`config.mk`:
```
export PLATFORM = sky130hd
export DESIGN_NAME = note_tone_player
export DESIGN_NICKNAME = d
export VERILOG_FILES = /design/src/rtl/note_tone_player.sv
export SDC_FILE = /design/constraint.sdc
export NUM_CORES = 1
export LEC_CHECK = 0
export CELL_PAD_IN_SITES_DETAIL_PLACEMENT = 1
export CELL_PAD_IN_SITES_GLOBAL_PLACEMENT = 1
export CORE_AREA = 2 2 101 103
export CTS_CLUSTER_SIZE = 14
export DETAILED_ROUTE_END_ITERATION = 16
export DIE_AREA = 0 0 103 105
export PLACE_DENSITY_LB_ADDON = 0.1
export SLEW_MARGIN = 20
export SYNTH_ARGS = -nofsm -noshare
export SYNTH_HDL_FRONTEND = slang
export SYNTH_SLANG_ARGS = --single-unit
```
`constraint.sdc`:
```
create_clock -name clk -period 2.9 [get_ports clk]
set_input_delay 0.725 -clock clk [delete_from_list [all_inputs] [get_ports clk]]
set_output_delay 0.725 -clock clk [all_outputs]
set_load 0.01 [all_outputs]
```
`src/rtl/note_tone_player.sv`:
```
// note_tone_player: turns a latched 3-bit note index into a square-wave tone
// for a fixed sustain time after every strum toggle (rising or falling).
// The strum level is asynchronous and passes through a two-flop synchronizer
// plus one history flop for edge detection.
// Optional macro NOTE_TONE_DECAY_EN adds a 4-bit volume envelope with PWM gating.
module note_tone_player #(
    parameter int SUSTAIN_CYCLES    = 25000000,
    parameter int DIV_SHIFT         = 0,
    parameter int DECAY_STEP_CYCLES = 1562500
) (
    input  logic       clk,
    input  logic       rst_n,
    input  logic [2:0] note_code,
    input  logic       strum,
    output logic       audio_out,
    output logic       playing,
    output logic [2:0] note_out
);

    localparam int SUS_W = (SUSTAIN_CYCLES > 2) ? $clog2(SUSTAIN_CYCLES) : 1;
    localparam logic [SUS_W-1:0] SUS_LAST = SUS_W'(SUSTAIN_CYCLES - 1);

    // Half-period base values in clk cycles (C4..B4); index 7 repeats B4.
    localparam logic [16:0] HP_BASE [0:7] = '{
        17'd95556, 17'd85132, 17'd75843, 17'd71586,
        17'd63776, 17'd56818, 17'd50620, 17'd50620
    };

    typedef enum logic {IDLE, PLAY} state_t;

    // Reject configurations the counters cannot represent.
    if (SUSTAIN_CYCLES < 2) begin : g_bad_sustain
        $error("SUSTAIN_CYCLES must be >= 2");
    end
    if (DECAY_STEP_CYCLES < 1) begin : g_bad_decay
        $error("DECAY_STEP_CYCLES must be >= 1");
    end

    logic [16:0] hp_table [0:7];

    for (genvar gi = 0; gi < 8; gi++) begin : g_hp
        assign hp_table[gi] = HP_BASE[gi] >> DIV_SHIFT;
    end

    logic             s1_reg, s2_reg, s3_reg;
    logic             pluck;
    logic [2:0]       note_clamped;
    logic [16:0]      hp_last;
    logic             vol_empty;

    state_t           state_reg,    state_next;
    logic [16:0]      half_cnt_reg, half_cnt_next;
    logic [SUS_W-1:0] sus_cnt_reg,  sus_cnt_next;
    logic             sq_reg,       sq_next;
    logic             playing_reg,  playing_next;
    logic [2:0]       note_reg,     note_next;

    // Synchronize the raw strum level; any change of the synced level is a pluck.
    always_ff @(posedge clk or negedge rst_n) begin
        if (!rst_n) begin
            s1_reg <= 1'b0;
            s2_reg <= 1'b0;
            s3_reg <= 1'b0;
        end else begin
            s1_reg <= strum;
            s2_reg <= s1_reg;
            s3_reg <= s2_reg;
        end
    end

    assign pluck        = s2_reg ^ s3_reg;
    assign note_clamped = (note_code == 3'd7) ? 3'd6 : note_code;
    assign hp_last      = hp_table[note_reg] - 17'd1;

    // FSM and datapath registers.
    always_ff @(posedge clk or negedge rst_n) begin
        if (!rst_n) begin
            state_reg    <= IDLE;
            half_cnt_reg <= '0;
            sus_cnt_reg  <= '0;
            sq_reg       <= 1'b0;
            playing_reg  <= 1'b0;
            note_reg     <= 3'd0;
        end else begin
            state_reg    <= state_next;
            half_cnt_reg <= half_cnt_next;
            sus_cnt_reg  <= sus_cnt_next;
            sq_reg       <= sq_next;
            playing_reg  <= playing_next;
            note_reg     <= note_next;
        end
    end

    // Next state: a pluck always restarts the note, even on the sustain's last cycle.
    always_comb begin
        state_next    = state_reg;
        half_cnt_next = half_cnt_reg;
        sus_cnt_next  = sus_cnt_reg;
        sq_next       = sq_reg;
        playing_next  = playing_reg;
        note_next     = note_reg;
        if (pluck) begin
            state_next    = PLAY;
            half_cnt_next = '0;
            sus_cnt_next  = '0;
            sq_next       = 1'b0;
            playing_next  = 1'b1;
            note_next     = note_clamped;
        end else begin
            case (state_reg)
                IDLE: begin
                    half_cnt_next = '0;
                    sus_cnt_next  = '0;
                    sq_next       = 1'b0;
                    playing_next  = 1'b0;
                end
                PLAY: begin
                    if (sus_cnt_reg == SUS_LAST || vol_empty) begin
                        state_next    = IDLE;
                        half_cnt_next = '0;
                        sus_cnt_next  = '0;
                        sq_next       = 1'b0;
                        playing_next  = 1'b0;
                    end else begin
                        sus_cnt_next = sus_cnt_reg + SUS_W'(1);
                        if (half_cnt_reg == hp_last) begin
                            half_cnt_next = '0;
                            sq_next       = ~sq_reg;
                        end else begin
                            half_cnt_next = half_cnt_reg + 17'd1;
                        end
                    end
                end
                default: state_next = IDLE;
            endcase
        end
    end

`ifdef NOTE_TONE_DECAY_EN
    localparam int DEC_W = (DECAY_STEP_CYCLES > 2) ? $clog2(DECAY_STEP_CYCLES) : 1;
    localparam logic [DEC_W-1:0] DEC_LAST = DEC_W'(DECAY_STEP_CYCLES - 1);

    logic [3:0]       volume_reg;
    logic [DEC_W-1:0] decay_cnt_reg;
    logic [3:0]       pwm_cnt_reg;

    // Volume envelope: full on pluck, one step down per decay period while playing.
    always_ff @(posedge clk or negedge rst_n) begin
        if (!rst_n) begin
            volume_reg    <= 4'd0;
            decay_cnt_reg <= '0;
            pwm_cnt_reg   <= 4'd0;
        end else if (pluck) begin
            volume_reg    <= 4'd15;
            decay_cnt_reg <= '0;
            pwm_cnt_reg   <= 4'd0;
        end else begin
            pwm_cnt_reg <= pwm_cnt_reg + 4'd1;
            if (state_reg == PLAY) begin
                if (decay_cnt_reg == DEC_LAST) begin
                    decay_cnt_reg <= '0;
                    if (volume_reg != 4'd0) begin
                        volume_reg <= volume_reg - 4'd1;
                    end
                end else begin
                    decay_cnt_reg <= decay_cnt_reg + DEC_W'(1);
                end
            end else begin
                decay_cnt_reg <= '0;
            end
        end
    end

    assign vol_empty = (state_reg == PLAY) && (volume_reg == 4'd0);
    assign audio_out = sq_reg & (pwm_cnt_reg < volume_reg);
`else
    assign vol_empty = 1'b0;
    assign audio_out = sq_reg;
`endif

    assign playing  = playing_reg;
    assign note_out = note_reg;

endmodule
```
==> impl_metrics.json <==
{
  "numCtsBuffers": 5,
  "clk_latency_ns": 0.31,
  "wl_um": 6440,
  "ir_drop_mv": 0.181,
  "clk_pin_slew_worst_paths_ns": 0.10,
  "ys_seq_area_share_pct": 44.4,
  "postCtsHoldBufs": 0,
  "maxCapViolCount": 0,
  "postRouteAntennaNets": 0,
  "fin_crit_ns": 2.59,
  "die-area_mm2": 0.0108,
  "via_count": 2092,
  "synth-seq-cells": 51,
  "core_area_mm2": 0.00964,
  "synth_mux_area_share_pct": 1.48,
  "tns_ns": 0,
  "cts_root_buffer": "clkbuf_8",
  "wire_per_inst_um": 14.3,
  "slew_violations": 0,
  "dieWidth_um": 103,
  "rsz0062_at_grt": "false",
  "dp_hpwl_um": 4610,
  "tightest_slew_ns": 0.500,
  "synth_top_area_share_pct": 44.4,
  "track_usage_pct": 13.3,
  "ios": 11,
  "route.detailed.drc": 0,
  "synth_adder_area_share_pct": 4.79,
  "drive_above_1_share_pct": 8.20,
  "overflow": 0,
  "vias_per_cell": 4.65,
  "path_class": "reg2reg",
  "synthToLayoutAreaGrowth_pct": 13.4,
  "yosys.area_share.simple_pct": 24.2,
  "finalSetupViolCount": 0,
  "synth_cell_types": 48,
  "cp-start-kind": "register",
  "drt_iter0_drc": 44,
  "synth_area_leaders": "dfrtp_1 44%, xor2_1 7.9%, nor2_1 7.0%, xnor2_1 6.1%, ha_1 4.8%",
  "rows": 36,
  "end_kind": "register",
  "synth_edf_count": 0,
  "portBuffers": 10,
  "htree_levels": 2,
  "p_per_area_mw_per_mm2": 489,
  "fin_crit_sh_pct": 89.4,
  "synth.net_count": 318,
  "grt_pass1_vias": 2236,
  "ys_top_cells_by_count": "54 x nor2_1, 51 x dfrtp_1, 26 x xor2_1",
  "die_y_um": 105,
  "ys_async_sr_fraction_pct": 100,
  "ys.warnings.count": 0,
  "clkSinkCount": 51,
  "crit_arrival_ns": 2.82,
  "clock_path_buffers": 2,
  "worst-path-max-fanout": 10,
  "largest_reg_flops": 25,
  "yosysTopAreaCell": "dfrtp_1",
  "synth_top_family_by_area": "simple AND/OR/NAND/NOR gates",
  "insertedDiodeCount": 0,
  "fin_hold_ws_ns": 0.373,
  "synth_cells": 301,
  "synthXorXnorAreaFrac_pct": 14.0,
  "nets": 333,
  "synth_area_mm2": 0.00288,
  "p_leak_nw": 1.37,
  "cts_tree": "built",
  "finClkSkew_ns": 0.00697,
  "hold_viol": 0,
  "maxSlewHeadroom_pct": 66.4,
  "synth_compound_area_share_pct": 7.35,
  "place.gp.congestion": 0.703,
  "antenna_found_initial": 0,
  "first_pass_iters": 4,
  "synthFlopType": "dfrtp_1",
  "fmax_mhz": 386,
  "grt_first_pass_wirelength_um": 11300,
  "hold_class": "reg2reg",
  "initial_core_util_pct": 29.8,
  "grt_start_max_net_pins": 52,
  "status": "completed",
  "yosys.cell_count.top_type": "nor2_1",
  "worst_ep_required_time_ns": 3.13,
  "syn_avg_cell_area_um2": 9.55
}
-- cells by family after synthesis --
| kind of cell | after synthesis |
|---|---|
| compound gates | 30 |
| xor+xnor | 46 |
| simple gates | 139 |
| buf+inv | 21 |
| flops | 51 |
| fa+ha+maj | 11 |
| mux | 3 |
-- area by class of cell --
| cell class | instances | area, µm² |
|---|---|---|
| clock inverters | 3 | 43.8 |
| fillers | 1171 | 6380 |
| well taps | 133 | 166 |
| multi-input cells | 229 | 1490 |
| repair buffers | 17 | 173 |
| clock buffers | 5 | 68.8 |
| inverters | 12 | 45.0 |
| flip-flops and latches | 51 | 1280 |
-- timing repair --
| action | 4_1_cts | 5_1_grt |
|---|---|---|
| setup buffers | 0 | 1 |
| resized for setup | 0 | 0 |
| endpoints found under the setup margin | 0 | 7 |
-- where the power goes --
| group | switching (mW) | internal (mW) | total [mW] |
|---|---|---|---|
| clock | 0.251 | 0.258 | 0.509 |
| combinational | 0.190 | 0.142 | 0.332 |
| sequential | 0.0214 | 0.733 | 0.754 |
| total | 0.462 | 1.13 | 1.60 |
-- placed cells by master (no fill, tap or decap), types with 7 or more instances in the layout --
cell             synthesis  routed
nand3_1                 14      14
nor3_1                   7       7
nor2_1                  54      54
o21ai_0                 10      10
and3_1                   7       7
xnor2_1                 20      20
ha_1                    11      11
nand4_1                 11      11
xor2_1                  26      26
inv_1                   12      12
a21oi_1                  7       7
nand2_1                 19      19
clkdlybuf4s50_1          0       9
dfrtp_1                 51      51
-- through the flow --
stage	instance area (µm²)	total power, mW	worst slack (ns)	cells	util, %
global route	3260	1.70	0.106	450	33.8
CTS	3240	1.63	0.216	449	33.6
finish	3260	1.60	0.307	450	33.8
floorplan	2880	1.00	0.367	301	-
global placement	3130	1.10	0.313	441	32.5
detailed placement	3130	1.10	0.245	441	32.5
-- routing by layer --
layer | track usage [%] | routed length (µm)
met1 | 17.8 | 3060
met2 | 22.4 | 3230
met3 | 2.21 | 105
met4 | 2.82 | 46
met5 | 0 | 0
-- path summary, 6_finish.rpt --
path                                          from                 endpoint  depth (start not counted)  slack, ns
setup / recovery           note_out[1]$_DFFE_PN0N_    audio_out$_DFFE_PN0P_                         11       0.31
hold / removal                    s1_reg$_DFF_PN0_         s2_reg$_DFF_PN0_                          0       0.37
setup reg to reg           note_out[1]$_DFFE_PN0N_    audio_out$_DFFE_PN0P_                         11       0.31
hold reg to reg                   s1_reg$_DFF_PN0_         s2_reg$_DFF_PN0_                          0       0.37
max in group asynchronous                    rst_n    audio_out$_DFFE_PN0P_                          2       2.25
min in group asynchronous                    rst_n  note_out[0]$_DFFE_PN0N_                          2       0.38
-- worst max-delay path: stages, from the launching register on --
cell	delay, ns
dfrtp_1	0.39
buf_4	0.17
ha_1	0.23
and2b_2	0.22
inv_1	0.09
ha_1	0.24
xor2_1	0.15
o21ai_0	0.10
nor3_1	0.23
o2111ai_2	0.19
or3_1	0.35
a21oi_1	0.15
Note: power is estimated with default switching activity, not from simulation.
